[config.mk]
export PLATFORM = sky130hd
export DESIGN_NAME = cpu_mem_arbiter_flat
export DESIGN_NICKNAME = d
export VERILOG_FILES = /design/src/rtl/cpu_mem_arbiter_if.sv /design/src/rtl/cpu_mem_arbiter.sv /design/src/flat_wrapper.sv
export SDC_FILE = /design/constraint.sdc
export NUM_CORES = 1
export LEC_CHECK = 0
export ABC_AREA = 1
export BUFFER_PORTS_ARGS = -buffer_cell sky130_fd_sc_hd__buf_2
export CORE_ASPECT_RATIO = 1.4
export CORE_MARGIN = 5
export CORE_UTILIZATION = 42
export DETAILED_ROUTE_END_ITERATION = 10
export PLACE_DENSITY = 0.89
export SKIP_LAST_GASP = 1
export SLEW_MARGIN = 5
export SYNTH_ARGS = -nofsm -noshare
export SYNTH_HDL_FRONTEND = slang
export SYNTH_SLANG_ARGS = --single-unit
[constraint.sdc]
create_clock -name clk -period 1.5 [get_ports clk]
set_input_delay 0.225 -clock clk [delete_from_list [all_inputs] [get_ports clk]]
set_output_delay 0.225 -clock clk [all_outputs]
set_load 0.02 [all_outputs]
[src/rtl/cpu_mem_arbiter_if.sv]
// Bundle of the fetch, data and physical-memory ports of the CPU memory arbiter.
// The arbiter uses the slave view; the CPU/memory environment uses the master view.
interface cpu_mem_arbiter_if #(
    parameter int ADDR_WIDTH = 16,
    parameter int DATA_WIDTH = 16
);
    logic                  imem_read;
    logic [ADDR_WIDTH-1:0] imem_address;
    logic [DATA_WIDTH-1:0] imem_rdata;
    logic                  imem_resp;

    logic                  dmem_read;
    logic                  dmem_write;
    logic [1:0]            dmem_byte_enable;
    logic [ADDR_WIDTH-1:0] dmem_address;
    logic [DATA_WIDTH-1:0] dmem_wdata;
    logic [DATA_WIDTH-1:0] dmem_rdata;
    logic                  dmem_resp;
    logic                  dmem_error;

    logic                  pmem_read;
    logic                  pmem_write;
    logic [1:0]            pmem_byte_enable;
    logic [ADDR_WIDTH-1:0] pmem_address;
    logic [DATA_WIDTH-1:0] pmem_wdata;
    logic [DATA_WIDTH-1:0] pmem_rdata;
    logic                  pmem_resp;

    modport slave (
        input  imem_read, imem_address,
        output imem_rdata, imem_resp,
        input  dmem_read, dmem_write, dmem_byte_enable, dmem_address, dmem_wdata,
        output dmem_rdata, dmem_resp, dmem_error,
        output pmem_read, pmem_write, pmem_byte_enable, pmem_address, pmem_wdata,
        input  pmem_rdata, pmem_resp
    );

    modport master (
        output imem_read, imem_address,
        input  imem_rdata, imem_resp,
        output dmem_read, dmem_write, dmem_byte_enable, dmem_address, dmem_wdata,
        input  dmem_rdata, dmem_resp, dmem_error,
        input  pmem_read, pmem_write, pmem_byte_enable, pmem_address, pmem_wdata,
        output pmem_rdata, pmem_resp
    );
endinterface

[src/rtl/cpu_mem_arbiter.sv]
// Serialises instruction fetch and data accesses onto one physical memory port.
// Define CPU_MEM_ARB_ROUND_ROBIN_EN to alternate grants when both sides request.
//
// state  | meaning
// IDLE   | no transaction; arbitrate this cycle
// I_BUSY | instruction read outstanding on pmem
// D_BUSY | data read or write outstanding on pmem
module cpu_mem_arbiter #(
    parameter int ADDR_WIDTH     = 16,
    parameter int DATA_WIDTH     = 16,
    parameter int TIMEOUT_CYCLES = 255
) (
    input logic             clk,
    input logic             reset,
    cpu_mem_arbiter_if.slave bus
);
    localparam int TW = (TIMEOUT_CYCLES > 1) ? $clog2(TIMEOUT_CYCLES) : 1;

    typedef enum logic [1:0] {IDLE, I_BUSY, D_BUSY} state_t;

    state_t                state, state_nxt;
    logic                  grant_d, grant_i;
    logic                  d_req, expired;
    logic                  last_grant_d;
    logic                  op_write;
    logic [ADDR_WIDTH-1:0] addr_q;
    logic [DATA_WIDTH-1:0] wdata_q;
    logic [1:0]            be_q;
    logic [TW-1:0]         tmr;

    assign d_req   = bus.dmem_read | bus.dmem_write;
    assign expired = (TIMEOUT_CYCLES != 0) && (state != IDLE) && !bus.pmem_resp
                     && (32'(tmr) == TIMEOUT_CYCLES - 1);

    always_comb begin
        grant_d = 1'b0;
        grant_i = 1'b0;
`ifdef CPU_MEM_ARB_ROUND_ROBIN_EN
        if (d_req && bus.imem_read) begin
            grant_d = !last_grant_d;
            grant_i = last_grant_d;
        end else begin
            grant_d = d_req;
            grant_i = bus.imem_read;
        end
`else
        grant_d = d_req;
        grant_i = bus.imem_read && !d_req;
`endif
    end

    always_ff @(posedge clk) begin
        if (reset) state <= IDLE;
        else       state <= state_nxt;
    end

    always_comb begin
        state_nxt = state;
        case (state)
            IDLE: begin
                if (grant_d)      state_nxt = D_BUSY;
                else if (grant_i) state_nxt = I_BUSY;
            end
            I_BUSY, D_BUSY: begin
                if (bus.pmem_resp || expired) state_nxt = IDLE;
            end
            default: state_nxt = IDLE;
        endcase
    end

    // Responses are combinational with pmem_resp so the pipeline can advance in that same cycle.
    always_comb begin
        bus.pmem_read  = (state == I_BUSY) || ((state == D_BUSY) && !op_write);
        bus.pmem_write = (state == D_BUSY) && op_write;
        bus.imem_resp  = !reset && (state == I_BUSY) && bus.pmem_resp;
        bus.dmem_resp  = !reset && (state == D_BUSY) && bus.pmem_resp;
        bus.dmem_error = !reset && (state == D_BUSY) && expired;
    end

    always_ff @(posedge clk) begin
        if (reset) begin
            addr_q       <= '0;
            wdata_q      <= '0;
            be_q         <= '0;
            op_write     <= 1'b0;
            tmr          <= '0;
            last_grant_d <= 1'b0;
        end else if (state == IDLE) begin
            tmr <= '0;
            if (grant_d) begin
                addr_q   <= bus.dmem_address;
                wdata_q  <= bus.dmem_wdata;
                op_write <= bus.dmem_write;
                be_q     <= bus.dmem_write ? bus.dmem_byte_enable : 2'b11;
            end else if (grant_i) begin
                addr_q   <= bus.imem_address;
                op_write <= 1'b0;
                be_q     <= 2'b11;
            end
        end else begin
            last_grant_d <= bus.pmem_resp ? (state == D_BUSY) : last_grant_d;
            if (!bus.pmem_resp && !expired) tmr <= tmr + 1'b1;
        end
    end

    assign bus.pmem_address     = addr_q;
    assign bus.pmem_wdata       = wdata_q;
    assign bus.pmem_byte_enable = be_q;
    assign bus.imem_rdata       = bus.pmem_rdata;
    assign bus.dmem_rdata       = bus.pmem_rdata;
endmodule
[src/flat_wrapper.sv]
// flat-port wrapper written by rule: the top's interface ports become plain ports
module cpu_mem_arbiter_flat 
#(
    parameter int ADDR_WIDTH     = 16,
    parameter int DATA_WIDTH     = 16,
    parameter int TIMEOUT_CYCLES = 255
)
  (clk, reset, bus_imem_read, bus_imem_address, bus_imem_rdata, bus_imem_resp, bus_dmem_read, bus_dmem_write, bus_dmem_byte_enable, bus_dmem_address, bus_dmem_wdata, bus_dmem_rdata, bus_dmem_resp, bus_dmem_error, bus_pmem_read, bus_pmem_write, bus_pmem_byte_enable, bus_pmem_address, bus_pmem_wdata, bus_pmem_rdata, bus_pmem_resp);
  cpu_mem_arbiter_if #(.ADDR_WIDTH(ADDR_WIDTH), .DATA_WIDTH(DATA_WIDTH)) bus_i ();
  input logic clk;
  input logic reset;
  input wire logic [$bits(bus_i.imem_read)-1:0] bus_imem_read;
  input wire logic [$bits(bus_i.imem_address)-1:0] bus_imem_address;
  output wire logic [$bits(bus_i.imem_rdata)-1:0] bus_imem_rdata;
  output wire logic [$bits(bus_i.imem_resp)-1:0] bus_imem_resp;
  input wire logic [$bits(bus_i.dmem_read)-1:0] bus_dmem_read;
  input wire logic [$bits(bus_i.dmem_write)-1:0] bus_dmem_write;
  input wire logic [$bits(bus_i.dmem_byte_enable)-1:0] bus_dmem_byte_enable;
  input wire logic [$bits(bus_i.dmem_address)-1:0] bus_dmem_address;
  input wire logic [$bits(bus_i.dmem_wdata)-1:0] bus_dmem_wdata;
  output wire logic [$bits(bus_i.dmem_rdata)-1:0] bus_dmem_rdata;
  output wire logic [$bits(bus_i.dmem_resp)-1:0] bus_dmem_resp;
  output wire logic [$bits(bus_i.dmem_error)-1:0] bus_dmem_error;
  output wire logic [$bits(bus_i.pmem_read)-1:0] bus_pmem_read;
  output wire logic [$bits(bus_i.pmem_write)-1:0] bus_pmem_write;
  output wire logic [$bits(bus_i.pmem_byte_enable)-1:0] bus_pmem_byte_enable;
  output wire logic [$bits(bus_i.pmem_address)-1:0] bus_pmem_address;
  output wire logic [$bits(bus_i.pmem_wdata)-1:0] bus_pmem_wdata;
  input wire logic [$bits(bus_i.pmem_rdata)-1:0] bus_pmem_rdata;
  input wire logic [$bits(bus_i.pmem_resp)-1:0] bus_pmem_resp;
  assign bus_i.imem_read = bus_imem_read;
  assign bus_i.imem_address = bus_imem_address;
  assign bus_imem_rdata = bus_i.imem_rdata;
  assign bus_imem_resp = bus_i.imem_resp;
  assign bus_i.dmem_read = bus_dmem_read;
  assign bus_i.dmem_write = bus_dmem_write;
  assign bus_i.dmem_byte_enable = bus_dmem_byte_enable;
  assign bus_i.dmem_address = bus_dmem_address;
  assign bus_i.dmem_wdata = bus_dmem_wdata;
  assign bus_dmem_rdata = bus_i.dmem_rdata;
  assign bus_dmem_resp = bus_i.dmem_resp;
  assign bus_dmem_error = bus_i.dmem_error;
  assign bus_pmem_read = bus_i.pmem_read;
  assign bus_pmem_write = bus_i.pmem_write;
  assign bus_pmem_byte_enable = bus_i.pmem_byte_enable;
  assign bus_pmem_address = bus_i.pmem_address;
  assign bus_pmem_wdata = bus_i.pmem_wdata;
  assign bus_i.pmem_rdata = bus_pmem_rdata;
  assign bus_i.pmem_resp = bus_pmem_resp;
  cpu_mem_arbiter #(.ADDR_WIDTH(ADDR_WIDTH), .DATA_WIDTH(DATA_WIDTH), .TIMEOUT_CYCLES(TIMEOUT_CYCLES)) u_core (.clk(clk), .reset(reset), .bus(bus_i));
endmodule
==> results.ini <==
[yosys]
synth_cell_type_count = 29
syn_area_per_cell_um2 = 7.51
yosysSeqAreaShare = 0.401
synth_largest_area_cell = dfxtp_1
synthTopCellsByCount = nand2_1 (62), dfxtp_1 (45), nor2_1 (39)
synthTopCellsByArea = dfxtp_1 (40%), buf_4 (11%), nand2_1 (10%)
synth_nets = 376
ys_ff_latch = 45
synth_top_flop_cell = dfxtp_1
netlist_area_um2 = 2240
synth_top_area_share = 0.401
yosysWarnings = 0
synth_most_common_cell = nand2_1
synth_edf_count = 0
ys_async_sr_fraction = 0
synthCells = 299

[floorplanning]
die_w_um = 71.8
rows = 31
ios = 143
die_y_um = 96.5
core_area_um2 = 5200
initial_utilization = 0.432
die_area_um2 = 6930

[final_layout]
final_core_util = 0.531
nets = 447
fill_cells = 527
ff_latch_area_um2 = 905
n_antenna_cell = 0
drive_above_1_share = 0.383
areaGrowthSynthToFinish_pct = 22.9
multi_input_area_um2 = 1000

[sta]
period_needed_ns = 1.64
rsz0062_at_grt = yes
finalSetupViolations = 2
skew_ns = 0.00606
fin_setup_tns_ns = -0.167
hold_viol = 0
timing.final.crit_share = 1.10
report.final.slew_viol_count = 0
maxClockFrequency_ghz = 0.609
worstMarginPinSlew_ns = 0.282
worst_slack_ns = -0.143
relSlewSlack = 0.812

[cts]
clock-sinks = 45
clock_path_buffers = 2
cts_tree = yes
htree_levels = 2
holdBufCountCts = 0
insertion_delay_ns = 0.29
cts_buffers = 5
root_buffer = clkbuf_8
cts.clk_slew.worst_paths_ns = 0.09

[critical_path]
r2r-start = u_core.state[0]
cp_max_fo = 2
cp.required_ns = 1.27
critPathSlowestCell = dfxtp_1
critPathMaxStageDelay_ns = 0.32
startpoint_type = flip-flop
end_kind = output pin
cp_cell_sequence = inv_1 > ha_1 > inv_1 > nor4_2 > nand2_1 > nor3_2 > buf_4
crit_type = flip-flop to output pin
worstSetupStartpoint = u_core.tmr[0]
cp.arrival_ns = 1.42
cp_common_cell = inv_1

[power_and_ir_drop]
p_int_w = 0.00196
netSwitchingFraction = 0.324
seq_power_share = 0.476
ir_drop_v = 0.000683
p_comb_frac = 0.272
pwr-share-clk = 0.252
p_sw_w = 0.000939
leakage_nw = 1.33
power.density_nw_per_um2 = 1050

[global_routing]
antenna_found_initial = 1
grt_max_degree = 35
grt_pass1_vias = 2135
gr-total-overflow = 0
grt_pass1_wl_um = 8960
grt_usage = 0.161

[routing]
met1_length_um = 2180
routed.top_layer = met5
vias = 2174
route.detailed.drc = 0
wirelength_um = 5670
viasPerCell = 4.97
ant_nets = 0
routed-wl-met2_um = 2800
drtIter0Drc = 113
dr.pass1.iters = 4
wl_met3_um = 516
wl_per_cell_um = 13.0

[placement]
place_hpwl_um = 4300
gp_congestion = 0.750
io_buffers = 94

[flow_run]
drv_cap = 0

[status]
violations = negative setup slack
status = complete, but fails checks

[worst_hold_path]
hold_path_class = input port to flip-flop
hold_path.startpoint = bus_dmem_wdata[1]

[cell usage in the layout (no fill, tap or decap), types with 4 or more instances in the layout]
master     n
inv_2      6
a31oi_1   16
buf_2     92
dfxtp_1   42
o21ai_0   32
nor2_1    38
clkbuf_8   5
buf_4     11
inv_1     11
nand2_1   62
nand3_1    4
a21oi_1   10
[layout make-up]
class | count | area share
multi-input combinational | 193 | 0.364
sequential | 45 | 0.328
timing repair buffer | 106 | 0.217
tap | 66 | 0.0299
inverter | 19 | 0.0277
clock buffer | 5 | 0.0250
clock inverter | 3 | 0.00817
[metrics by stage]
stage	worst slack, ns	power, W	cell area (um2)	cells	hold WS (ns)
after floorplan	0.0252	0.00198	2250	299	0.360
after global placement	0.0297	0.00211	2560	424	0.446
after detailed placement	-0.0125	0.00213	2560	424	0.450
after CTS	-0.172	0.00289	2690	433	0.141
after global routing	-0.260	0.00308	2760	437	0.151
final	-0.143	0.00290	2760	437	0.152
[power by group through the flow]
stage | combinational [W] | sequential (W) | clock (W)
after detailed placement | 0.000730 | 0.00140 | 0
after CTS | 0.000744 | 0.00138 | 0.000768
after floorplan | 0.000440 | 0.00154 | 0
after global placement | 0.000709 | 0.00140 | 0
final | 0.000787 | 0.00138 | 0.000730
after global routing | 0.000869 | 0.00139 | 0.000815
[worst max-delay path: cells and delay by family, from the launching register on]
kind                     cells  cell delay [ns]
buffers and inverters        3             0.28
flip-flops                   1             0.32
AND/OR/NAND/NOR              3             0.39
adder cells (fa/ha/maj)      1             0.14
[registers in the layout, summed over array words and instances (netlist names)]
name / count
u_core.bus.pmem_byte_enable: 2
u_core.op_write: 1
u_core.bus.pmem_address: 16
u_core.bus.pmem_wdata: 16
u_core.tmr: 8
u_core.state: 2
[worst paths after layout]
check | endpoint | slack [ns] | cells after the start
max reg2reg | u_core.bus.pmem_byte_enable[0] | 0.03 | 9
min | u_core.bus.pmem_wdata[1] | 0.15 | 3
min reg2reg | u_core.tmr[7] | 0.51 | 2
max | bus_dmem_error | -0.14 | 7
[cell families after synthesis]
family                   share of synthesized area
AND/OR/NAND/NOR                              0.218
buffers and inverters                        0.171
XOR/XNOR                                    0.0195
adder cells (fa/ha/maj)                     0.0279
flip-flops                                   0.401
AO/OA/AOI/OAI                                0.162
[timing repair]
action | CTS | global route
setup buffers | 1 | 2
endpoints found under the setup margin | 4 | 22
gates resized for setup | 11 | 7
cloned | 0 | 2
pin swaps | 4 | 3
[layer usage]
layer / up-vias / GRT usage
li1: 1076 / -
met1: 975 / 0.178
met2: 95 / 0.275
met3: 26 / 0.0466
met4: 2 / 0.0909
met5: - / 0
No activity file was read; power rests on OpenSTA's default activity.
